<file path="src/rtl/adder_4bit_reg.sv">
// Registered unsigned adder built from a ripple chain of full-adder cells.
// It produces a one-cycle-latency sum, carry, zero and signed-overflow result.

module adder_4bit_reg_fa (
    input  logic a_i,
    input  logic b_i,
    input  logic c_i,
    output logic s_o,
    output logic c_o
);
    logic p;

    assign p   = a_i ^ b_i;
    assign s_o = p ^ c_i;
    assign c_o = (a_i & b_i) | (c_i & p);
endmodule

module adder_4bit_reg #(
    parameter int WIDTH = 4
) (
    input  logic             clk,
    input  logic             rst,
    input  logic             in_valid,
    input  logic [WIDTH-1:0] a,
    input  logic [WIDTH-1:0] b,
    output logic             out_valid,
    output logic [WIDTH-1:0] sum,
    output logic             carry,
    output logic             zero,
    output logic             overflow
);
    logic [WIDTH:0]   c_chain;
    logic [WIDTH-1:0] sum_n;
    logic             carry_n;

    logic             out_valid_q, out_valid_d;
    logic [WIDTH-1:0] sum_q,       sum_d;
    logic             carry_q,     carry_d;
    logic             zero_q,      zero_d;
    logic             overflow_q,  overflow_d;

    assign c_chain[0] = 1'b0;

    for (genvar i = 0; i < WIDTH; i++) begin : g_ripple
        adder_4bit_reg_fa u_fa (
            .a_i (a[i]),
            .b_i (b[i]),
            .c_i (c_chain[i]),
            .s_o (sum_n[i]),
            .c_o (c_chain[i+1])
        );
    end

    assign carry_n = c_chain[WIDTH];

    // Result registers load only on in_valid, so X on idle operands never reaches them.
    always_comb begin
        out_valid_d = in_valid;
        sum_d       = sum_q;
        carry_d     = carry_q;
        zero_d      = zero_q;
        overflow_d  = overflow_q;
        if (in_valid) begin
            sum_d      = sum_n;
            carry_d    = carry_n;
            zero_d     = (sum_n == '0);
            overflow_d = (a[WIDTH-1] == b[WIDTH-1]) && (sum_n[WIDTH-1] != a[WIDTH-1]);
        end
    end

    // NOTE: sequential state uses non-blocking assignments so every register samples pre-edge values.
    always_ff @(posedge clk) begin
        if (rst) begin
            out_valid_q <= 1'b0;
            sum_q       <= '0;
            carry_q     <= 1'b0;
            zero_q      <= 1'b0;
            overflow_q  <= 1'b0;
        end else begin
            out_valid_q <= out_valid_d;
            sum_q       <= sum_d;
            carry_q     <= carry_d;
            zero_q      <= zero_d;
            overflow_q  <= overflow_d;
        end
    end

    assign out_valid = out_valid_q;
    assign sum       = sum_q;
    assign carry     = carry_q;
    assign zero      = zero_q;
    assign overflow  = overflow_q;
endmodule

</file>
<file path="config.mk">
export PLATFORM = sky130hd
export DESIGN_NAME = adder_4bit_reg
export DESIGN_NICKNAME = d
export VERILOG_FILES = /design/src/rtl/adder_4bit_reg.sv
export SDC_FILE = /design/constraint.sdc
export NUM_CORES = 1
export LEC_CHECK = 0
export BUFFER_PORTS_ARGS = -buffer_cell sky130_fd_sc_hd__clkbuf_2
export CORE_AREA = 2 2 39 41
export DETAILED_ROUTE_END_ITERATION = 10
export DIE_AREA = 0 0 41 43
export GPL_ROUTABILITY_DRIVEN = 0
export SLEW_MARGIN = 10
export SYNTH_ARGS = -nofsm -noshare
export SYNTH_HDL_FRONTEND = slang
export SYNTH_SLANG_ARGS = --single-unit
</file>
<file path="constraint.sdc">
create_clock -name clk -period 2.04 [get_ports clk]
set_input_delay 0.102 -clock clk [delete_from_list [all_inputs] [get_ports clk]]
set_output_delay 0.102 -clock clk [all_outputs]
set_load 0.02 [all_outputs]
</file>
Word-level counts from Yosys, hierarchy flattened --
Cells that the tools add are included.
Operators by class: eq/ne operators 2, bitwise operators 17, reduce and logical (&&, ||, !) cells 2
Operators with widths (count):
- $and 1x1->1 | 7
- $xor 1x1->1 | 7
- $logic_not 4->1 | 1
- $or 1x1->1 | 3
- $eq 1x1->1 | 1
- $logic_and 1x1->1 | 1
- $ne 1x1->1 | 1
Word-level totals: flip-flop bits (word level) 8, input port bits 11, output and inout port bits 8, word-level logic and storage cells 26

Logic depth before layout (Yosys ltp) --
Gate-level depths: netlist of the first run.
word-level depth 8, depth in mapped cells 7, depth with buffers taken out 7

Modules after synthesis --
A second synthesis of the first run with hierarchy kept.
Second synthesis, totals: cell total of the unflattened synthesis 33, area total of the unflattened synthesis 377.9 um2
By module, submodules not included:
- adder_4bit_reg | instances 1, cells an instance 29, area each 297.8 um2, sequential area each 160.2 um2
- adder_4bit_reg_fa | instances 4, cells an instance 1, area each 20.0 um2, sequential area each 0.0 um2

Worst setup path after synthesis of the first run --
OpenSTA, ideal clock, no wires.
path type input to register, start point in a[0], end point reg overflow_q, in the netlist overflow, setup time 0.092 ns, data arrival time 1.872 ns, required time 1.948 ns, path slack 0.075 ns, cell stages on the path 7, path buffers 0, cells stage by stage ha_1 > fa_1 > fa_1 > inv_1 > fa_1 > xor2_1 > o32ai_1
On the way: longest elaborated chain between the ends 8
RTL lines:
- from (decl) | line 24 | input logic [WIDTH-1:0] a,
- $and 1x1->1 (2 in series) | line 15 | assign c_o = (a_i & b_i) | (c_i & p);
- $or 1x1->1 | line 15
- $and 1x1->1 | line 15
- $or 1x1->1 | line 15
- $xor 1x1->1 | line 14 | assign s_o = p ^ c_i;
- $ne 1x1->1 | line 67 | overflow_d = (a[WIDTH-1] == b[WIDTH-1]) && (sum_n[WIDTH-1] != a[WIDTH-1]);
- $logic_and 1x1->1 | line 67
- to (signal assigned) | line 84 | overflow_q <= overflow_d;
- to (decl) | line 40 | logic overflow_q, overflow_d;
No other way between the ends. A chain may end at the register's enable or synchronous reset.

Worst setup path in the final report of the first run --
Same ends and word-level chain as after synthesis.

==> results.md, run 1 <==
* Area of the core at 0.00138 mm^2
* Number of unique standard cell types used by synthesis at 13
* Max-capacitance violation count at 0
* Simple-gate share of the synthesized area at 12.9%
* Number of buffers inserted during clock tree synthesis at 3
* Combinational family with the most area after synthesis: adder cells
* Power per Cell Area at 735 mW/mm^2
* Fmax at around 0.53 GHz
* Number of synthesized flops with an enable pin at 0
* Leftover overflow at the end of global routing at 0
* Post-Synth Adder-Cell Area at a little over a fifth
* Maximum root-to-sink buffer count at 2
* Router iterations before antenna repair at 1
* Critical Path Max Stage Delay at ~0.46 ns
* Worst Hold Launch: rst
* Final hold slack at roughly 0.15 ns
* Buffers inserted during post-CTS setup optimization at 0
* Required arrival time at the worst endpoint at ~2.2 ns
* Gate family responsible for the most delay along the worst path: adder cells
* Mean routed wirelength per cell at between 10 and 15 um
* Post-route clock period utilization at between 90% and 100%
* Net total in the final layout at 73
* Worst relative slew slack at roughly 85%
* Number of global-route vias before repair at slightly below 300
* Synth Instances at 36
* Per-instance average area after synthesis at 11.0 um^2
* Slew at the pin with the worst max-slew slack at roughly 0.23 ns
* Num ports at 19
* Maximum fanout count along the critical path at 3
* Reg-to-Reg Start: carry$_SDFFE_PP0P_
* Share of the synthesized netlist area taken by xor and xnor gates at 2.21%
* Synthesized-area fraction occupied by ao, oa, aoi and oai cells at 9.15%
* Post-Synthesis Cell Area at 397 um^2
* Leading area contributor after synthesis: dfxtp_1
* Path class of the lowest-slack min-delay path: in -> reg
* Initial Util at 28.7%
* Clk_skew at 0 ns
* Worst setup EP type: flip-flop
* Maximum number of pins on one net before global-route repair at 11
* Total of endpoints with negative setup slack in the final report at 0
* Max Slew Vio Count at 0
* Clock sink count at 8
* Cell breakdown of the critical path: clkbuf_2 -> ha_1 -> fa_1 -> fa_1 -> inv_1 -> fa_1 -> xor2_1 -> o32ai_1
* Final design area excluding fillers at about 520 um^2
* Share of final-layout standard cells stronger than drive strength 1 at 41.8%
* Wire length of the first global-routing pass at approximately 1200 um
* Run status: finished clean
* Unrepaired setup endpoints after global routing: false
* P_leak at around 0.26 nW
* Synthesis-stage register bit count at 8
* Period minus WS final at 1.89 ns
* YS warnings at 0
* Resized Gates After CTS at 0
* Mux contribution to synthesized area at 7.57%
* Die ar. at approximately 0.0018 mm^2
* Synth async-reset ratio at 0%
* Non-filler cells, final at a little over 70
* Max rail drop VDD at approximately 0.26 mV
* Setup TNS after final layout at 0 ns
* DR iter-0 viols at 0
* Kind of critical path: in -> reg
* TritonCTS clock tree: yes
* Remaining antenna violation count after routing at 0
* Depth of the worst register-to-register path at 2
* Worst-Skew Late Latency at roughly 0.24 ns
* Most used standard cell by instance count after synthesis: dfxtp_1
* Commonest cells post-synth: 8 x dfxtp_1, 5 x nor2_1, 4 x inv_1
* # H-tree levels at 1
* # hold bufs at CTS at 0
* CP bufs+invs at 2
* Placed inst area at slightly below 500 um^2
* Die Span X at about 41 um
* Sequential area share after synthesis at 40.4%
* Slowest cell on the critical path: fa_1
* Top area cells in the synthesized netlist: dfxtp_1 40%, fa_1 15%, mux2i_1 7.6%
* Capture instance of the worst register-to-register path: carry$_SDFFE_PP0P_
* CTS clock-pin slew for the worst setup and hold paths at approximately 0.05 ns
* Port bufs at 18
* Main flop type after synthesis: dfxtp_1
* Top cell by count, worst path: fa_1
* Syn Nets at 52
* Floorplan row count at 14
* Startpoint types: input pin
* Antenna fix cells at 0
* Synth top area share at 40.4%
* Endpoint with the worst hold slack: sum[2]$_SDFFE_PP0P_
* Number of antenna violations at the first check in global routing at 0
* Hold path depth at 2
* Count of unresolved DRC violations after routing at 0
* Worst Path Arrival at 2.05 ns
* Total global-route track usage at 10.3%
* Number of vias after detailed routing at between 300 and 400
* Worst R2R Setup Slack at about 1.4 ns
* Mean number of vias per cell at between 4 and 5
* Post-detailed-placement half-perimeter wirelength at approximately 600 um
* Final Hold Viols at 0
* Vertical die dimension at about 43 um
* Wirelength, routed at 741 um
* Clock root buffer master: clkbuf_4
* Area Overhead vs Synth at 30.9%
* Placed cell count at between 60 and 70
[final cells by class]
type / count / area, um^2
fill: 138 / 865
multi-input combinational: 22 / 211
sequential: 8 / 160
timing repair buffer: 18 / 90.1
clock buffer: 3 / 22.5
tap: 16 / 20.0
inverter: 4 / 15.0
[state kept, by name (all words and copies together), names as in the netlist]
name and flops:
carry 1, sum 4, out_valid 1, zero 1, overflow 1
[per-layer routing]
metal | vias up | wire length (um) | GRT usage (%)
met2 | 8 | 414 | 15.6
met4 | 0 | 14 | 10.0
met3 | 2 | 31 | 3.14
li1 | 158 | - | -
met5 | - | 0 | 0
met1 | 153 | 279 | 10.2
[through the flow]
step	utilization (%)	setup WS, ns	total power, W
after floorplan	-	0.0755	0.000238
after global placement	35.9	-0.0758	0.000267
after detailed placement	35.9	-0.115	0.000269
after CTS	37.5	0.150	0.000392
after global routing	37.5	0.0974	0.000408
final	37.5	0.152	0.000382
[cells in the final DEF, fill, tap and decap left out, drive strengths merged]
master	n
a211oi	2
clkbuf	21
dfxtp	8
fa	3
ha	2
inv	4
mux2i	3
nand2b	3
nor2	5
o22ai	1
o32ai	1
or4b	1
xor2	1
[kinds of logic after synthesis]
family,count (synthesis)
adders and majority gates,5
xor gates and xnor gates,1
buffers and inverters,6
DFF,8
AOI/OAI and AO/OA,4
muxes,3
and+or+nand+nor,9
[where the power goes]
part / leakage, nW / internal, W / switching (W) / total (W)
logic: 0.184 / 0.0000400 / 0.0000504 / 0.0000904
clock network: 0.0138 / 0.0000671 / 0.0000500 / 0.000117
registers: 0.0660 / 0.000169 / 0.00000541 / 0.000174
[worst max path at each step]
stage	from	to	slack, ns	cells after the start
floorplan	a[0]	overflow$_SDFFE_PP0P_	0.08	7
global route	a[0]	overflow$_SDFFE_PP0P_	0.1	8
CTS	a[0]	overflow$_SDFFE_PP0P_	0.15	8
finish	a[0]	overflow$_SDFFE_PP0P_	0.15	8
detailed placement	a[0]	overflow$_SDFFE_PP0P_	-0.11	8
global placement	a[0]	overflow$_SDFFE_PP0P_	-0.08	8
No activity file was read; power rests on OpenSTA's default activity.
==> run 2, diff against run 1 <==
Settings changed: CELL_PAD_IN_SITES_DETAIL_PLACEMENT set to 1, CELL_PAD_IN_SITES_GLOBAL_PLACEMENT set to 1, CORE_AREA 2 2 39 41 to not set, CORE_MARGIN set to 2, CORE_UTILIZATION set to 27, DIE_AREA 0 0 41 43 to not set, PLACE_DENSITY_LB_ADDON set to 0.08.
==> run 2 against run 1 <==
Clock skew unchanged. Global-route usage up 0.81 points. Clock power about the same. Cell area down 0.24%. Critical path depth unchanged. Utilization up 1.3 points. Total power up 1.1%. Via count down 2.2%. Sequential share of layout area up 0.074 points.
==> results.md, run 2 (synthesized netlist as in run 1, its figures left out) <==
* Run status: finished clean (unchanged)
* Net total in the final layout at 73 (unchanged)
* Floorplan row count at 13 (was 14)
* NetSw at 0.000109 W (was 0.000106 W)
* Worst setup EP type: flip-flop (unchanged)
* Vertical die dimension at 42.3 um (was 43 um)
* Maximum number of pins on one net before global-route repair at 11 (unchanged)
* Wire length of the first global-routing pass at 1380 um (was 1150 um)
* Buffers inserted during post-CTS setup optimization at 0 (unchanged)
* Worst Path Arrival at 2.06 ns (was 2.05 ns)
* Number of vias after detailed routing at 314 (was 321)
* Unrepaired setup endpoints after global routing: false (unchanged)
* Clock sink count at 8 (unchanged)
* Non-filler cells, final at 70 (was 71)
* Router iterations before antenna repair at 2 (was 1)
* Remaining antenna violation count after routing at 0 (unchanged)
* Maximum root-to-sink buffer count at 2 (unchanged)
* Number of filler cells placed in the layout at 168 (was 138)
* Worst-Skew Late Latency at 0.25 ns (was 0.24 ns)
* Num ports at 19 (unchanged)
* Max Slew Vio Count at 0 (unchanged)
* # hold bufs at CTS at 0 (unchanged)
* Area Overhead vs Synth at 30.6% (was 30.9%)
* Max-capacitance violation count at 0 (unchanged)
* Count of unresolved DRC violations after routing at 0 (unchanged)
* Most common cell after layout, fill and taps aside: clkbuf_2 (unchanged)
* Initial Util at 29.7% (was 28.7%)
* Placed cell count at 67 (was 68)
* Top cell by count, worst path: fa_1 (unchanged)
* Fraction of power spent switching nets at 28.4% (was 27.7%)
* Critical Path Max Stage Delay at 0.46 ns (about the same)
* Number of antenna violations at the first check in global routing at 0 (unchanged)
* Port bufs at 18 (unchanged)
* Slowest cell on the critical path: fa_1 (unchanged)
* Wirelength, routed at 902 um (was 741 um)
* Max rail drop VDD at 0.383 mV (was 0.260 mV)
* Internal power at 0.000276 W (about the same)
* Kind of critical path: in -> reg (unchanged)
* Die Span X at 42.3 um (was 41 um)
* Final Core Density at 38.8% (was 37.5%)
* Startpoint types: input pin (unchanged)
* Cell breakdown of the critical path: clkbuf_2 -> ha_1 -> fa_1 -> fa_1 -> inv_1 -> fa_1 -> xor2_1 -> o32ai_1 (unchanged)
* Power per Cell Area at 745 mW/mm^2 (was 735 mW/mm^2)
* Area of the core at 0.00133 mm^2 (was 0.00138 mm^2)
* Logic gate share of total power at 23.9% (was 23.7%)
* TritonCTS clock tree: yes (unchanged)
* Antenna fix cells at 0 (unchanged)
* Portion of total power attributed to the clock network at 30.9% (was 30.7%)
* Final Hold Viols at 0 (unchanged)
* Post-detailed-placement half-perimeter wirelength at 752 um (was 598 um)
* Period minus WS final at 1.91 ns (was 1.89 ns)
* Total area of multi-input combinational cells at 211 um^2 (unchanged)
* Clk_skew at 0 ns (unchanged)
* Path class of the lowest-slack min-delay path: in -> reg (unchanged)
* Mean routed wirelength per cell at 12.9 um (was 10.4 um)
* P_leak at 0.263 nW (unchanged)
* Required arrival time at the worst endpoint at 2.19 ns (was 2.20 ns)
* Register area at 160 um^2 (unchanged)
* Number of buffers inserted during clock tree synthesis at 3 (unchanged)
* Total global-route track usage at 11.1% (was 10.3%)
* Share of final-layout standard cells stronger than drive strength 1 at 41.8% (unchanged)
* Mean number of vias per cell at 4.49 (was 4.52)
* CTS clock-pin slew for the worst setup and hold paths at 0.06 ns (was 0.05 ns)
* Slew at the pin with the worst max-slew slack at 0.238 ns (was 0.229 ns)
* Maximum fanout count along the critical path at 3 (unchanged)
* # H-tree levels at 1 (unchanged)
* Number of global-route vias before repair at 317 (was 297)
* Clock root buffer master: clkbuf_4 (unchanged)
* Total of endpoints with negative setup slack in the final report at 0 (unchanged)
* Largest register FFs at 4 (unchanged)
* Relative contribution of sequential cells to total power at 45.1% (was 45.6%)
* DR iter-0 viols at 1 (was 0)
* Die ar. at 0.00179 mm^2 (was 0.00176 mm^2)
* Worst relative slew slack at 84.1% (was 84.7%)
* Fmax at 0.523 GHz (was 0.530 GHz)
* Commonest non-fill, non-tap cells in the layout: 18 x clkbuf_2, 8 x dfxtp_1, 5 x nor2_1 (unchanged)
* Leftover overflow at the end of global routing at 0 (unchanged)
* Resized Gates After CTS at 0 (unchanged)
* Post-route clock period utilization at 93.7% (was 92.6%)
## run 2: stage by stage
stage	setup TNS, ns	setup slack, ns	area, um^2	hold WS (ns)	power, W
floorplan	0	0.0755	397	0.325	0.000238
global placement	-0.143	-0.103	495	0.406	0.000268
detailed placement	-0.245	-0.151	495	0.427	0.000272
CTS	0	0.111	518	0.151	0.000397
global route	0	0.0491	518	0.168	0.000415
finish	0	0.128	518	0.153	0.000386
## run 2: critical path: cells and delay by family
| kind | cells | cell delay (ns) |
|---|---|---|
| compound gates | 1 | 0.22 |
| xor+xnor | 1 | 0.18 |
| buf+inv | 2 | 0.16 |
| fa+ha+maj | 4 | 1.40 |
## run 2: path summary, 6_finish.rpt
| kind | start | end | slack [ns] | depth (start not counted) |
|---|---|---|---|---|
| max | a[0] | overflow$_SDFFE_PP0P_ | 0.13 | 8 |
| min | rst | sum[1]$_SDFFE_PP0P_ | 0.15 | 2 |
| max reg2reg | sum[3]$_SDFFE_PP0P_ | sum[3]$_SDFFE_PP0P_ | 1.38 | 2 |
| min reg2reg | carry$_SDFFE_PP0P_ | carry$_SDFFE_PP0P_ | 0.48 | 2 |
## run 2: area by class of cell
class,count,share of cell area (%)
multi-input cells,22,40.8
flip-flops and latches,8,30.9
repair buffers,18,17.4
clock buffers,3,4.35
well taps,15,3.62
inverters,4,2.90
## run 2: routing by layer
| layer | vias to the layer above | part of all wire, % | track usage [%] |
|---|---|---|---|
| met1 | 146 | 36 | 9.79 |
| li1 | 156 | - | - |
| met3 | 2 | 7.8 | 6.47 |
| met2 | 10 | 55 | 19.7 |
| met4 | 0 | 1.2 | 5.63 |
| met5 | - | 0 | 0 |
## run 2: power groups by stage
stage          registers (W)  clock network (W)  logic (W)
6_report            0.000174           0.000119  0.0000924
4_1_cts             0.000174           0.000128  0.0000947
5_1_grt             0.000175           0.000137   0.000103
3_5_place_dp        0.000178                  0  0.0000944
3_3_place_gp        0.000177                  0  0.0000908
2_1_floorplan       0.000192                  0  0.0000451
